## src/rtl/capture_scheduler_pkg.sv

```systemverilog
// Shared types and helpers for the switch-capture scheduler.
// State encoding, requester indices, datapath widths, arbitration and saturation helpers.
package capture_scheduler_pkg;

   localparam int DATA_W = 10;
   localparam int CNT_W  = 8;

   localparam logic SRC_BTN  = 1'b0;
   localparam logic SRC_AUTO = 1'b1;

   typedef enum logic [1:0] {
      ST_IDLE = 2'd0,
      ST_LOAD = 2'd1,
      ST_HOLD = 2'd2
   } state_t;

   // A lone requester always wins; on a tie the one that did not win last time goes.
   function automatic logic pick_winner(input logic [1:0] pend, input logic last_src);
      logic win;
      case (pend)
         2'b01:   win = SRC_BTN;
         2'b10:   win = SRC_AUTO;
         default: win = ~last_src;
      endcase
      return win;
   endfunction

   function automatic logic [CNT_W-1:0] sat_add(input logic [CNT_W-1:0] a, input logic [1:0] b);
      logic [CNT_W:0] sum;
      sum = {1'b0, a} + {{(CNT_W-1){1'b0}}, b};
      return sum[CNT_W] ? {CNT_W{1'b1}} : sum[CNT_W-1:0];
   endfunction

endpackage

```

## src/rtl/capture_scheduler_tick_gen.sv

```systemverilog
// Auto-capture prescaler: counts 0..AUTO_PERIOD-1 while enabled, tick on the last count.
// Disabling clears the count so a re-enable waits a full period for its first tick.
module capture_scheduler_tick_gen #(
   parameter int AUTO_PERIOD = 100000000
) (
   input  logic clk_i,
   input  logic rst_i,
   input  logic en_i,
   output logic tick_o
);

   localparam int            CW   = (AUTO_PERIOD > 1) ? $clog2(AUTO_PERIOD) : 1;
   localparam logic [CW-1:0] LAST = CW'(AUTO_PERIOD - 1);

   logic [CW-1:0] cnt_q;
   logic [CW-1:0] cnt_d;

   always_comb begin
      cnt_d = cnt_q;
      if (!en_i) begin
         cnt_d = '0;
      end else if (cnt_q == LAST) begin
         cnt_d = '0;
      end else begin
         cnt_d = cnt_q + CW'(1);
      end
   end

   always_ff @(posedge clk_i) begin
      if (rst_i) begin
         cnt_q <= '0;
      end else begin
         cnt_q <= cnt_d;
      end
   end

   assign tick_o = en_i && (cnt_q == LAST);

endmodule

```

## src/rtl/capture_scheduler.sv

```systemverilog
// Round-robin capture scheduler: button and periodic auto requests share one switch-capture load.
// Request to load strobe is two edges; each load is followed by HOLD_CYCLES busy cycles.
module capture_scheduler
   import capture_scheduler_pkg::*;
#(
   parameter int AUTO_PERIOD = 100000000,
   parameter int HOLD_CYCLES = 16
) (
   input  logic              clk100_i,
   input  logic              rst_i,
   input  logic [DATA_W-1:0] sw_i,
   input  logic              bt_pulse_i,
   input  logic              auto_en_i,
   output logic              load_o,
   output logic              src_o,
   output logic [DATA_W-1:0] ledr_o,
   output logic [CNT_W-1:0]  cntr_o,
   output logic [CNT_W-1:0]  drop_o,
   output logic              busy_o
);

   localparam int            HW        = (HOLD_CYCLES > 1) ? $clog2(HOLD_CYCLES) : 1;
   localparam logic [HW-1:0] HOLD_LAST = HW'((HOLD_CYCLES > 0) ? HOLD_CYCLES - 1 : 0);

   state_t            state_q;
   logic [1:0]        pend_q;
   logic [1:0]        pend_d;
   logic              last_src_q;
   logic [HW-1:0]     hold_cnt_q;
   logic              load_q;
   logic              busy_q;
   logic              src_q;
   logic [DATA_W-1:0] ledr_q;
   logic [CNT_W-1:0]  cntr_q;
   logic [CNT_W-1:0]  drop_q;
   logic [CNT_W-1:0]  drop_d;

   logic       auto_tick;
   logic [1:0] req;
   logic       grant;
   logic       grant_src;
   logic [1:0] clr;
   logic [1:0] drop_vec;
   logic [1:0] ndrop;

   capture_scheduler_tick_gen #(
      .AUTO_PERIOD(AUTO_PERIOD)
   ) u_tick_gen (
      .clk_i (clk100_i),
      .rst_i (rst_i),
      .en_i  (auto_en_i),
      .tick_o(auto_tick)
   );

   // A same-cycle request and grant-clear leave the bit set and are not counted as a drop.
   always_comb begin
      req       = {auto_tick, bt_pulse_i};
      grant     = (state_q == ST_IDLE) && (pend_q != 2'b00);
      grant_src = pick_winner(pend_q, last_src_q);
      clr       = 2'b00;
      if (grant) begin
         clr[grant_src] = 1'b1;
      end
      drop_vec = req & pend_q & ~clr;
      pend_d   = (pend_q & ~clr) | req;
      ndrop    = {1'b0, drop_vec[0]} + {1'b0, drop_vec[1]};
      drop_d   = sat_add(drop_q, ndrop);
   end

   always_ff @(posedge clk100_i) begin
      if (rst_i) begin
         state_q    <= ST_IDLE;
         pend_q     <= 2'b00;
         last_src_q <= SRC_AUTO;
         hold_cnt_q <= '0;
         load_q     <= 1'b0;
         busy_q     <= 1'b0;
         src_q      <= 1'b0;
         ledr_q     <= '0;
         cntr_q     <= '0;
         drop_q     <= '0;
      end else begin
         pend_q <= pend_d;
         drop_q <= drop_d;
         load_q <= 1'b0;
         case (state_q)
            ST_IDLE: begin
               if (grant) begin
                  state_q    <= ST_LOAD;
                  load_q     <= 1'b1;
                  busy_q     <= 1'b1;
                  src_q      <= grant_src;
                  last_src_q <= grant_src;
               end
            end
            ST_LOAD: begin
               ledr_q     <= sw_i;
               cntr_q     <= cntr_q + CNT_W'(1);
               hold_cnt_q <= '0;
               if (HOLD_CYCLES > 0) begin
                  state_q <= ST_HOLD;
               end else begin
                  state_q <= ST_IDLE;
                  busy_q  <= 1'b0;
               end
            end
            ST_HOLD: begin
               if (hold_cnt_q == HOLD_LAST) begin
                  state_q <= ST_IDLE;
                  busy_q  <= 1'b0;
               end else begin
                  hold_cnt_q <= hold_cnt_q + HW'(1);
               end
            end
            default: begin
               state_q <= ST_IDLE;
               busy_q  <= 1'b0;
            end
         endcase
      end
   end

   assign load_o = load_q;
   assign src_o  = src_q;
   assign ledr_o = ledr_q;
   assign cntr_o = cntr_q;
   assign drop_o = drop_q;
   assign busy_o = busy_q;

endmodule
```

## config.mk

```make
export PLATFORM = sky130hd
export DESIGN_NAME = capture_scheduler
export DESIGN_NICKNAME = d
export VERILOG_FILES = /design/src/rtl/capture_scheduler_pkg.sv /design/src/rtl/capture_scheduler_tick_gen.sv /design/src/rtl/capture_scheduler.sv
export SDC_FILE = /design/constraint.sdc
export NUM_CORES = 1
export LEC_CHECK = 0
export ABC_CLOCK_PERIOD_IN_PS = 4100
export CAP_MARGIN = 20
export CORE_MARGIN = 1.5
export CORE_UTILIZATION = 53
export DETAILED_ROUTE_END_ITERATION = 16
export PLACE_DENSITY_LB_ADDON = 0.05
export RECOVER_POWER = 50
export SKIP_LAST_GASP = 1
export SLEW_MARGIN = 20
export SYNTH_ARGS = -nofsm -noshare
export SYNTH_HDL_FRONTEND = slang
export SYNTH_SLANG_ARGS = --single-unit
```

## constraint.sdc

```tcl
create_clock -name clk100_i -period 4.1 [get_ports clk100_i]
set_input_delay 1.23 -clock clk100_i [delete_from_list [all_inputs] [get_ports clk100_i]]
set_output_delay 1.23 -clock clk100_i [all_outputs]
set_load 0.05 [all_outputs]
```

==> results.sh <==
export IMPL_outcome="finished with violations"
export IMPL_violations="max-capacitance violations, max-slew violations"
export IMPL_via_per_inst=5.46
export IMPL_dieArea_um2=5780
export IMPL_netlist_instances=327
export IMPL_coreArea_um2=5110
export IMPL_synthTopCellsByArea="dfxtp_1 46%, a21oi_1 6.6%, xor2_1 5.6%"
export IMPL_setup_violations_final=0
export IMPL_timing_final_crit_share_pct=89.7
export IMPL_cts_tree="yes"
export IMPL_numCtsBuffers=9
export IMPL_grt_pass1_wl_um=10000
export IMPL_clk_pin_slew_ps=60
export IMPL_cts_path_max_buffers=2
export IMPL_critPathCaptureType="flop"
export IMPL_n_fill_cell=448
export IMPL_fin_crit_ps=3680
export IMPL_multi_input_comb_area_um2=1410
export IMPL_tritoncts_num_sinks=65
export IMPL_yosys_register_bits=65
export IMPL_synth_top_area_share_pct=46.1
export IMPL_avgSynthCellArea_um2=8.64
export IMPL_maxSlewViolCount=39
export IMPL_clock_latency_ps=340
export IMPL_tns_ps=0
export IMPL_cts_root_buffer="clkbuf_8"
export IMPL_place_ws_ps=169
export IMPL_ios=43
export IMPL_slew_headroom_pct=-8.34
export IMPL_required_ps=4350
export IMPL_mappedNetlistArea_um2=2830
export IMPL_synth_area_leader_cell="dfxtp_1"
export IMPL_path_class="reg2reg"
export IMPL_syn2layout_area_growth_pct=20.8
export IMPL_gp_congestion=0.774
export IMPL_maxCapViolCount=1
export IMPL_tightest_slew_ps=1630
export IMPL_arrival_ps=3930
export IMPL_seq_area_frac_synth_pct=46.1
export IMPL_cts_resized_gates=0
export IMPL_regArea_um2=1300
export IMPL_postCtsSetupBuffers=0
export IMPL_worst_slack_ps=423
export IMPL_rows=26
export IMPL_yosysWarnings=0
export IMPL_antenna_cells=0
export IMPL_cp_start_kind="flop"
export IMPL_vias=2414
export IMPL_grt_usage_pct=21.7
export IMPL_dr_first_iter_drc_count=96
export IMPL_synth_nets=348
export IMPL_ctsHoldBuffers=0
export IMPL_io_buffers=42
export IMPL_overflow=0
export IMPL_die_x_um=76.0
export IMPL_powerDensity_nw_per_um2=356
export IMPL_die_y_um=76.0
export IMPL_power_leakage_nw=1.16
export IMPL_dr_pass1_iters=4
export IMPL_drive_gt1_share_pct=3.76
export IMPL_htreeDepth=3
export IMPL_routed_wl_um=5800
export IMPL_antenna_found_initial=0
export IMPL_layout_commonest_cell="dfxtp_1"
export IMPL_ys_types=37
export IMPL_synth_edf_count=0
export IMPL_rsz0062_at_grt="no"
export IMPL_initial_core_util_pct=55.3
export IMPL_dp_hpwl_um=3980
export IMPL_wl_per_cell_um=13.1
export IMPL_max_freq_mhz=272
export IMPL_final_cell_mix="65 x dfxtp_1, 41 x clkdlybuf4s50_1, 37 x a21oi_1, 37 x nand2_1, 36 x nor2_1"
export IMPL_remaining_drc_errors=0
export IMPL_hp_class="reg2reg"
export IMPL_worstPathMaxFanout=6
export IMPL_nNetsFinal=391
export IMPL_antenna_left=0
export IMPL_skew_ps=5.25
export IMPL_peakVddDrop_mv=0.275
export IMPL_grt_max_degree=39
export IMPL_synth_async_reset_ratio_pct=0
export IMPL_synth_top_flop_cell="dfxtp_1"
export IMPL_grt_pass1_vias=2282
export IMPL_hold_violations=0
==> area by class of cell <==
class	count	area share, %
clock buffers	12	4.25
clock inverters	1	0.147
inverters	7	0.770
multi-input cells	242	41.4
flip-flops and latches	65	38.1
well taps	70	2.57
repair buffers	45	12.8
==> metrics by stage <==
step	utilization, %	cell area, µm²	power [mW]	std cells	hold WS (ps)
CTS	67.4	3440	1.23	442	455
global route	66.8	3410	1.26	442	492
global placement	64.5	3290	0.782	429	441
finish	66.8	3410	1.22	442	454
detailed placement	64.5	3290	0.783	429	447
floorplan	-	2830	0.743	327	426
==> final timing paths <==
path / depth (start not counted) / slack [ps] / startpoint / to
worst min-delay path: 2 / 450 / ledr_o[5]$_SDFFE_PP0P_ / ledr_o[5]$_SDFFE_PP0P_
worst min register to register: 2 / 450 / ledr_o[5]$_SDFFE_PP0P_ / ledr_o[5]$_SDFFE_PP0P_
worst max-delay path: 11 / 420 / u_tick_gen.cnt_q[19]$_SDFF_PP0_ / drop_o[1]$_SDFF_PP0_
worst max register to register: 11 / 420 / u_tick_gen.cnt_q[19]$_SDFF_PP0_ / drop_o[1]$_SDFF_PP0_
==> sequential cells by signal, indices dropped and copies added, names as in the netlist <==
register and cells:
last_src_q 1, u_tick_gen.cnt_q 27, load_o 1, cntr_o 8
pend_q 2, src_o 1, busy_o 1, ledr_o 10
drop_o 8, state_q 2, hold_cnt_q 4
==> logic make-up (layout without fill, tap and decap cells) <==
family / count (synthesis) / count (layout) / share of synthesized area (%)
adder cells (fa/ha/maj): 7 / 7 / 3.37
multiplexers: 2 / 2 / 0.709
AO/OA/AOI/OAI: 59 / 59 / 12.0
buffers and inverters: 20 / 65 / 3.19
XOR/XNOR: 24 / 24 / 7.44
AND/OR/NAND/NOR: 150 / 150 / 27.2
flip-flops: 65 / 65 / 46.1
==> cell usage after synthesis, types with 7 or more instances <==
library cell	count
dfxtp_1	65
a21oi_1	37
nand2_1	37
nor2_1	36
xor2_1	18
nand4_1	17
nand3_1	14
o21ai_0	14
or3_1	12
clkbuf_1	9
inv_1	7
==> where the power goes <==
part           internal, mW  total, mW  switching (mW)
clock                 0.225      0.449           0.224
sequential            0.646      0.656          0.0100
combinational        0.0417      0.111          0.0693
total                 0.913       1.22           0.304
==> routing by layer <==
metal / vias to the layer above / GRT usage [%] / routed length, µm
met5: - / 0 / 0
met2: 44 / 36.1 / 2830
met1: 1125 / 25.2 / 2610
met4: 0 / 13.9 / 143
met3: 14 / 4.91 / 211
li1: 1231 / - / -
==> critical path, stage by stage (launching register included) <==
cell	delay (ps)
dfxtp_1	340
or4b_1	490
or4_1	560
or4_1	550
or2_1	260
fa_1	400
inv_1	70
ha_1	170
nand3_1	160
nor2_1	180
nand3_1	220
a21oi_1	200
Power figures use the tool's default switching activity.
